<file path="config.mk">
export PLATFORM = sky130hd
export DESIGN_NAME = regfile_scb
export DESIGN_NICKNAME = d
export VERILOG_FILES = /design/src/rtl/regfile_scb_pkg.sv /design/src/rtl/regfile_scb_rf_scoreboard.sv /design/src/rtl/regfile_scb.sv
export SDC_FILE = /design/constraint.sdc
export NUM_CORES = 2
export LEC_CHECK = 0
export BUFFER_PORTS_ARGS = -buffer_cell sky130_fd_sc_hd__clkbuf_2
export CAP_MARGIN = 0
export CELL_PAD_IN_SITES_DETAIL_PLACEMENT = 2
export CELL_PAD_IN_SITES_GLOBAL_PLACEMENT = 2
export CORE_MARGIN = 3
export CORE_UTILIZATION = 51
export CTS_BUF_LIST = sky130_fd_sc_hd__clkbuf_4 sky130_fd_sc_hd__clkbuf_8
export DETAILED_ROUTE_END_ITERATION = 10
export PLACE_DENSITY_LB_ADDON = 0.1
export SLEW_MARGIN = 0
export SYNTH_ARGS = -nofsm -noshare
export SYNTH_HDL_FRONTEND = slang
export SYNTH_HIERARCHICAL = 1
export SYNTH_SLANG_ARGS = --single-unit
</file>
<file path="constraint.sdc">
create_clock -name clk -period 7.8 [get_ports clk]
set_input_delay 0.39 -clock clk [delete_from_list [all_inputs] [get_ports clk]]
set_output_delay 0.39 -clock clk [all_outputs]
set_load 0.01 [all_outputs]
</file>
<file path="src/rtl/regfile_scb_pkg.sv">
// Shared types, derived constants and the byte-merge helper for the register file.
package regfile_scb_pkg;

    localparam int unsigned RF_DATA_W = 32;
    localparam int unsigned RF_ADDR_W = 5;
    localparam int unsigned RF_DEPTH  = 2 ** RF_ADDR_W;
    localparam int unsigned RF_NBYTES = RF_DATA_W / 8;

    // Widest word the merge helper handles; callers zero-extend and truncate.
    localparam int unsigned RF_MAX_W  = 256;
    localparam int unsigned RF_MAX_NB = RF_MAX_W / 8;

    typedef enum logic {
        INIT = 1'b0,
        RUN  = 1'b1
    } rf_state_e;

    // Take new bytes where the strobe is set, keep old bytes elsewhere.
    function automatic logic [RF_MAX_W-1:0] rf_byte_merge(
        input logic [RF_MAX_W-1:0]  old_w,
        input logic [RF_MAX_W-1:0]  new_w,
        input logic [RF_MAX_NB-1:0] strb
    );
        logic [RF_MAX_W-1:0] res;
        res = old_w;
        for (int k = 0; k < int'(RF_MAX_NB); k++) begin
            if (strb[k]) begin
                res[k*8 +: 8] = new_w[k*8 +: 8];
            end
        end
        return res;
    endfunction

endpackage

</file>
<file path="src/rtl/regfile_scb_rf_scoreboard.sv">
// Busy bit per register: set at decode issue, cleared by the producer's last write.
module rf_scoreboard
    import regfile_scb_pkg::*;
#(
    parameter int unsigned ADDR_W   = RF_ADDR_W,
    parameter int unsigned NUM_RD   = 2,
    parameter int unsigned ZERO_REG = 1
) (
    input  logic                     clk,
    input  logic                     reset,
    input  logic                     en_i,
    input  logic                     set_i,
    input  logic [ADDR_W-1:0]        set_addr_i,
    input  logic                     flush_i,
    input  logic                     clr_i,
    input  logic [ADDR_W-1:0]        clr_addr_i,
    input  logic [NUM_RD*ADDR_W-1:0] rd_addr_i,
    output logic [NUM_RD-1:0]        ready_c
);

    localparam int unsigned DEPTH = 2 ** ADDR_W;
    localparam bit          ZR    = (ZERO_REG != 0);

    logic [DEPTH-1:0] busy_q;
    logic [DEPTH-1:0] busy_d;

    // Flush beats set, set beats a same-address clear.
    always_comb begin
        busy_d = busy_q;
        if (en_i) begin
            if (flush_i) begin
                busy_d = '0;
            end else begin
                if (clr_i) begin
                    busy_d[clr_addr_i] = 1'b0;
                end
                if (set_i && !(ZR && (set_addr_i == '0))) begin
                    busy_d[set_addr_i] = 1'b1;
                end
            end
        end
    end

    // Busy vector register.
    always_ff @(posedge clk) begin
        if (reset) begin
            busy_q <= '0;
        end else begin
            busy_q <= busy_d;
        end
    end

    // Operand is ready when not pending or being written back this cycle.
    always_comb begin
        logic [ADDR_W-1:0] a;
        ready_c = '0;
        a       = '0;
        for (int i = 0; i < int'(NUM_RD); i++) begin
            a          = rd_addr_i[i*ADDR_W +: ADDR_W];
            ready_c[i] = (ZR && (a == '0)) || !busy_q[a] || (clr_i && (clr_addr_i == a));
        end
    end

endmodule

</file>
<file path="src/rtl/regfile_scb.sv">
// Multi-port register file with byte-strobed writes, bypass, init sweep and scoreboard.
module regfile_scb
    import regfile_scb_pkg::*;
#(
    parameter int unsigned DATA_W   = RF_DATA_W,
    parameter int unsigned ADDR_W   = RF_ADDR_W,
    parameter int unsigned NUM_RD   = 2,
    parameter int unsigned ZERO_REG = 1
) (
    input  logic                     clk,
    input  logic                     reset,
    input  logic [NUM_RD*ADDR_W-1:0] rd_addr,
    output logic [NUM_RD*DATA_W-1:0] rd_data,
    output logic [NUM_RD-1:0]        rd_ready,
    input  logic                     wen,
    input  logic [ADDR_W-1:0]        waddr,
    input  logic [DATA_W/8-1:0]      wstrb,
    input  logic [DATA_W-1:0]        wdata,
    input  logic                     wlast,
    input  logic                     set_busy,
    input  logic [ADDR_W-1:0]        set_addr,
    input  logic                     flush,
    output logic                     init_done,
    output logic [DATA_W/8-1:0]      debug_wb_rf_wen,
    output logic [ADDR_W-1:0]        debug_wb_rf_wnum,
    output logic [DATA_W-1:0]        debug_wb_rf_wdata
);

    localparam int unsigned DEPTH = 2 ** ADDR_W;
    localparam bit          ZR    = (ZERO_REG != 0);

    rf_state_e         state_q;
    rf_state_e         state_d;
    logic [ADDR_W-1:0] cnt_q;
    logic [ADDR_W-1:0] cnt_d;
    logic [DATA_W-1:0] mem_q [DEPTH];

    logic              run_c;
    logic              wr_eff_c;
    logic [DATA_W-1:0] merged_c;
    logic [NUM_RD-1:0] sb_ready_c;

    // Init-sweep FSM state and counter register.
    always_ff @(posedge clk) begin
        if (reset) begin
            state_q <= INIT;
            cnt_q   <= '0;
        end else begin
            state_q <= state_d;
            cnt_q   <= cnt_d;
        end
    end

    // Sweep every entry once, then run.
    always_comb begin
        state_d = state_q;
        cnt_d   = cnt_q;
        case (state_q)
            INIT: begin
                cnt_d = cnt_q + ADDR_W'(1);
                if (cnt_q == ADDR_W'(DEPTH - 1)) begin
                    state_d = RUN;
                end
            end
            RUN:     state_d = RUN;
            default: state_d = INIT;
        endcase
    end

    assign run_c     = (state_q == RUN);
    assign wr_eff_c  = run_c && wen && !(ZR && (waddr == '0));
    assign merged_c  = DATA_W'(rf_byte_merge(RF_MAX_W'(mem_q[waddr]),
                                             RF_MAX_W'(wdata),
                                             RF_MAX_NB'(wstrb)));
    assign init_done = run_c;

    // Storage: zero during the sweep, byte-merged writes afterwards.
    always_ff @(posedge clk) begin
        if (!reset) begin
            if (state_q == INIT) begin
                mem_q[cnt_q] <= '0;
            end else if (wr_eff_c) begin
                mem_q[waddr] <= merged_c;
            end
        end
    end

    rf_scoreboard #(
        .ADDR_W   (ADDR_W),
        .NUM_RD   (NUM_RD),
        .ZERO_REG (ZERO_REG)
    ) u_scoreboard (
        .clk        (clk),
        .reset      (reset),
        .en_i       (run_c),
        .set_i      (set_busy),
        .set_addr_i (set_addr),
        .flush_i    (flush),
        .clr_i      (wen && wlast),
        .clr_addr_i (waddr),
        .rd_addr_i  (rd_addr),
        .ready_c    (sb_ready_c)
    );

    // Read ports: zero register, write bypass, then storage; silent during init.
    always_comb begin
        logic [ADDR_W-1:0] a;
        rd_data  = '0;
        rd_ready = '0;
        a        = '0;
        for (int i = 0; i < int'(NUM_RD); i++) begin
            a = rd_addr[i*ADDR_W +: ADDR_W];
            if (run_c) begin
                if (ZR && (a == '0)) begin
                    rd_data[i*DATA_W +: DATA_W] = '0;
                end else if (wr_eff_c && (a == waddr)) begin
                    rd_data[i*DATA_W +: DATA_W] = merged_c;
                end else begin
                    rd_data[i*DATA_W +: DATA_W] = mem_q[a];
                end
                rd_ready[i] = sb_ready_c[i];
            end
        end
    end

    // Write-back trace of what actually lands in storage this cycle.
    assign debug_wb_rf_wen   = wr_eff_c ? wstrb : '0;
    assign debug_wb_rf_wnum  = waddr;
    assign debug_wb_rf_wdata = wdata;

endmodule

</file>
# ---- Word-level counts from Yosys, hierarchy flattened
# Memory sizes are Yosys's and may differ from the RTL's.
# Index checks and enable logic that the tools add are counted.
dict set report word_totals {
  reg_bits 38
  mem_bits_rw 1024
  output_inout_bits 108
  word_cells 81
  memories 1
}
# name words width rd rd_ports_with_merged_regs wr line_no
set memory_table {}
lappend memory_table {mem_q 32 32 3 0 1 regfile_scb.sv:36} ;# logic [DATA_W-1:0] mem_q [DEPTH];
dict set report op_classes {
  add_sub_neg 1
  order_cmp 6
  n_eq_ne 5
  mux 38
  bitwise 4
  n_reduce_logical 23
}
# op n
set op_table {}
lappend op_table {{$mux W32} 12}
lappend op_table {{$and A32 B32 Y32} 1}
lappend op_table {{$mux W8} 4}
lappend op_table {{$not A32 Y32} 1}
lappend op_table {{$or A32 B32 Y32} 1}
lappend op_table {{$reduce_or A32 Y1} 1}
lappend op_table {{$lt A5 B6 Y1 const B} 4}
lappend op_table {{$eq A5 B5 Y1} 4}
lappend op_table {{$logic_not A5 Y1} 4}
lappend op_table {{$mux W1} 15}
lappend op_table {{$bmux W1 S5} 2}
lappend op_table {{$demux W1 S5} 2}
lappend op_table {{$ge A5 B1 Y1 const B} 2}
lappend op_table {{$logic_and A1 B1 Y1} 10}
lappend op_table {{$add A5 B1 Y5 const B} 1}
lappend op_table {{$eq A5 B5 Y1 const B} 1}
lappend op_table {{$mux W5} 1}
lappend op_table {{$logic_not A1 Y1} 4}
lappend op_table {{$logic_or A1 B1 Y1} 4}
lappend op_table {{$mux W4} 1}
lappend op_table {{$pmux W1 S2} 1}
lappend op_table {{$not A1 Y1} 1}

# ---- Logic depth before layout (Yosys ltp)
dict set report logic_depth {
  ltp_word 12
  depth_mapped 9
}

# ---- Modules after synthesis
# The synthesis kept the hierarchy.
# module instances cells_each area_per_inst_um2 seq_area_each_um2
set modules_own_cells {}
lappend modules_own_cells {regfile_scb 1 4151 58092.0 30869.6}
lappend modules_own_cells {rf_scoreboard 1 273 2265.9 640.6}

# ---- Worst setup path after synthesis
# No wires, ideal clock.
dict set report synth_timing {
  kind {input to register}
  from {in waddr[1]}
  to {mem mem_q[16][0] (netlist bit), enable pin}
  setup_ns 0.421
  arrival_ns 3.182
  required_ns 7.379
  path_slack_ns 4.197
  cell_stages 7
  n_path_buf 2
  path_cell_list {buf_2 -> nor4_4 -> a211oi_1 -> buf_2 -> mux2i_1 -> nand2_1 -> nor2_1}
}
dict set report synth_via {
  elab_chain_cells 9
  word_cells_on_any_way 10
  cone_classes {mux (6); reduce/logical (4)}
}
# item line_no
set synth_lines {}
lappend synth_lines {{start: declaration} regfile_scb.sv:16} ;# input logic [ADDR_W-1:0] waddr,
lappend synth_lines {{$logic_not A5 Y1} regfile_scb.sv:71} ;# assign wr_eff_c = run_c && wen && !(ZR && (waddr == '0));
lappend synth_lines {{$logic_not A1 Y1} regfile_scb.sv:71}
lappend synth_lines {{$logic_and A1 B1 Y1} regfile_scb.sv:71}
lappend synth_lines {{$mux W1} regfile_scb.sv:82} ;# end else if (wr_eff_c) begin
lappend synth_lines {{$mux W1} regfile_scb.sv:80} ;# if (state_q == INIT) begin
lappend synth_lines {{$mux W1} regfile_scb.sv:79} ;# if (!reset) begin
lappend synth_lines {{$mux W1 (implied by the code)} regfile_scb.sv:83} ;# mem_q[waddr] <= merged_c;
lappend synth_lines {{$reduce_or A32 Y1 (no source line)} --}
lappend synth_lines {{$mux W5 (no source line) or $mux W1 (tied branches)} --}
lappend synth_lines {{end: declaration} regfile_scb.sv:36}
# Several ways; a longest one is shown, not always the timed one.

# ---- Final worst setup path
dict set report layout_timing {
  from {in waddr[1]}
  to {out rd_data[39]}
}
dict set report layout_via {
  elab_chain_cells 7
  word_cells_on_any_way 10
  cone_classes {eq/ne (1); mux (4); reduce/logical (4); memory (1)}
}
# item line_no
set layout_lines {}
lappend layout_lines {{branches (longest 4 deep; another with $mem_v2 Z32 W32)} --}
lappend layout_lines {{$mux W32 *} regfile_scb.sv:116} ;# end else if (wr_eff_c && (a == waddr)) begin
lappend layout_lines {{$mux W32 *} regfile_scb.sv:114} ;# if (ZR && (a == '0)) begin
lappend layout_lines {{$mux W32 *} regfile_scb.sv:113} ;# if (run_c) begin
lappend layout_lines {{end: declaration} regfile_scb.sv:13} ;# output logic [NUM_RD*DATA_W-1:0] rd_data,
# Mark *: on every way between the ends.

==> run metrics <==
core area 117000 um^2; post-synthesis sequential area ratio 52.2%; starting density of the core between 50 and 60%; family with the most delay on the worst path buffers and inverters; critical path's slowest cell buf_4; Worst EP arrival 5080 ps; Layout area overhead 9.88%; Placer Congestion 0.870; DP Worst Slack 2350 ps; Buf/Inv on CP 4; TritonCTS Buffers 181; clock skew 51.2 ps; max_cap viols 0; Synth warnings 6; Synth Area in Compound Gates a little under a tenth; CP startpoint kind primary input; Leak Pwr ~25 nW; CP required 7410 ps; DP HPWL between 150000 and 200000 um; CP Cell Sequence clkbuf_2, nor4_4, buf_4, a21oi_2, a31oi_4, buf_4, o211ai_1, o2bb2ai_1, clkbuf_2; drt total wl a little under 300000 um; ys flop type edfxtp_1; most frequent cells in the layout mux2i_1, edfxtp_1, a22oi_1; CTS H-Tree Depth 4; unrepaired setup endpoints after global routing no; Die H 350 um; vias after detailed routing 50.1k; Synth Area in XOR/XNOR 0.319%; Synth Cell Area about 60000 um^2; CTS root buf clkbuf_8; Final setup violation count 0; Post-Route Setup TNS 0 ps; clk slew on worst S/H paths ~60 ps; WL/cell 47.9 um; Port Buf Inserts 169; final worst setup slack 2330 ps; layout cell share with drive strength beyond 1 19.8%; Final Util 56.8%; critical path class in2out; Total GRT Usage 47.6%; # DRC 0; drt first-iter violations ~7.6k; vias per cell ~8.1; Final ANT Viol Nets 0; WP depth 9; final count of hold timing violations 0; Post-Synth Simple-Gate Area 6.07%; Core Rows 125; Slew Limit Fails 0; total power approximately 13 mW; first-pass GRT wire length 411000 um; nets 4548; crit end category output pin; IO Count 170; status finished clean; synth unique cells 65; CP peak stage delay 850 ps; GRT Residual Overflow 0; largest net degree at the start of global routing 109; reg2reg path depth 8; Mapped Nets 4488; vias in the first global route 52.7k; adder-cell share of the synthesized area 0.0415%; largest family of logic cells by synthesized area multiplexers; hold path cells 4; Clk Latency, worst-skew pair 950 ps; worst ir drop on vdd 0.177 mV; Pre-antenna DRT Iters 9; min Tclk post-route 5470 ps; Slew headroom 8.37%; commonest non-fill, non-tap cell in the layout mux2i_1; FMAX 183 MHz; asr flop ratio synth 0%; Max FO, Critical Path 37; initial antenna violation count 12; clk buf depth 3; full die area 123000 um^2; synthesis-stage register bit count 1062; crit share post-route 70.1%; Worst-Margin Slew 1360 ps; Cell Pwr Density 194 nW/um^2; Hold Crit Class in2reg; multiplexer share of the synthesized area between 20% and 30%; post-CTS setup buffer count 0; Die Wd 350 um; Mapped Cells 4424; syn_area_per_cell ~14 um^2; total clock sinks about 1.1k; Post-synth EDFFs 1024; CTS tree done
-- sequential cells by signal, indices dropped and copies added (netlist names) --
register             flops
cnt_q                    5
init_done                1
mem_q                 1024
u_scoreboard/busy_q     32
-- metrics by stage --
step	hold WS [ps]	std cells	area (um^2)
CTS	177	6144	66200
finish	191	6164	66300
global route	227	6148	66300
global placement	504	5813	62600
floorplan	462	4424	60400
detailed placement	520	5813	62600
-- worst reg2reg max path: cells and delay by family (launching register included) --
family / cells / cell delay, ps
and+or+nand+nor: 3 / 2090
buffers and inverters: 3 / 1450
muxes: 1 / 420
DFF: 1 / 320
AOI/OAI and AO/OA: 1 / 300
-- layer usage --
layer | vias to the layer above | GRT usage, % | routed length [um]
li1 | 18100 | - | -
met1 | 25400 | 57.8 | 98300
met2 | 4950 | 71.5 | 131000
met3 | 1624 | 14.5 | 40700
met4 | 2 | 36.0 | 25100
met5 | - | 0 | 17
-- final timing paths --
| path | startpoint | slack [ps] | to |
|---|---|---|---|
| max | waddr[1] | 2330 | rd_data[39] |
| min | wdata[13] | 190 | mem_q[14][13] |
| max reg2reg | init_done | 2840 | mem_q[9][17] |
| min reg2reg | u_scoreboard/busy_q[5] | 540 | u_scoreboard/busy_q[5] |
-- where the power goes --
| part | internal [mW] | total [mW] | switching [mW] |
|---|---|---|---|
| Sequential | 6.20 | 6.23 | 0.0340 |
| Combinational | 0.442 | 1.36 | 0.914 |
| Clock | 2.68 | 5.27 | 2.58 |
-- Yosys cell counts (61+ instances only) --
library cell	count	area [um^2]
nor4_1	61	382
o22ai_1	122	763
edfxtp_1	1024	30700
nor3_1	68	340
nand2_1	142	533
nor2_1	283	1060
clkbuf_1	170	638
o21ai_0	94	470
mux4_2	266	5990
mux2i_1	1112	11100
nand4_1	68	425
buf_2	161	806
a22oi_1	318	2390
-- cell families (layout without fill, tap and decap cells) --
family / after synthesis / count (layout)
muxes: 1397 / 1397
DFF: 1062 / 1062
AOI/OAI and AO/OA: 765 / 765
and+or+nand+nor: 750 / 750
buffers and inverters: 426 / 625
xor gates and xnor gates: 22 / 22
adders and majority gates: 2 / 2
other: 0 / 17
-- layout make-up --
| cell class | count | area, um^2 |
|---|---|---|
| Clock buffer | 251 | 3050 |
| Antenna cell | 17 | 42.5 |
| Tap cell | 1524 | 1910 |
| Sequential cell | 1062 | 31500 |
| Clock inverter | 71 | 459 |
| Multi-Input combinational cell | 2936 | 27300 |
| Timing Repair Buffer | 297 | 2050 |
| Inverter | 6 | 25.0 |
| Fill cell | 10500 | 50500 |
-- what timing repair did --
| action | CTS | global route |
|---|---|---|
| hold buffers | 9 | 0 |
| gates resized for setup | 0 | 0 |
| hold endpoints to repair | 17 | 0 |
Note: power is estimated with default switching activity, not from simulation.
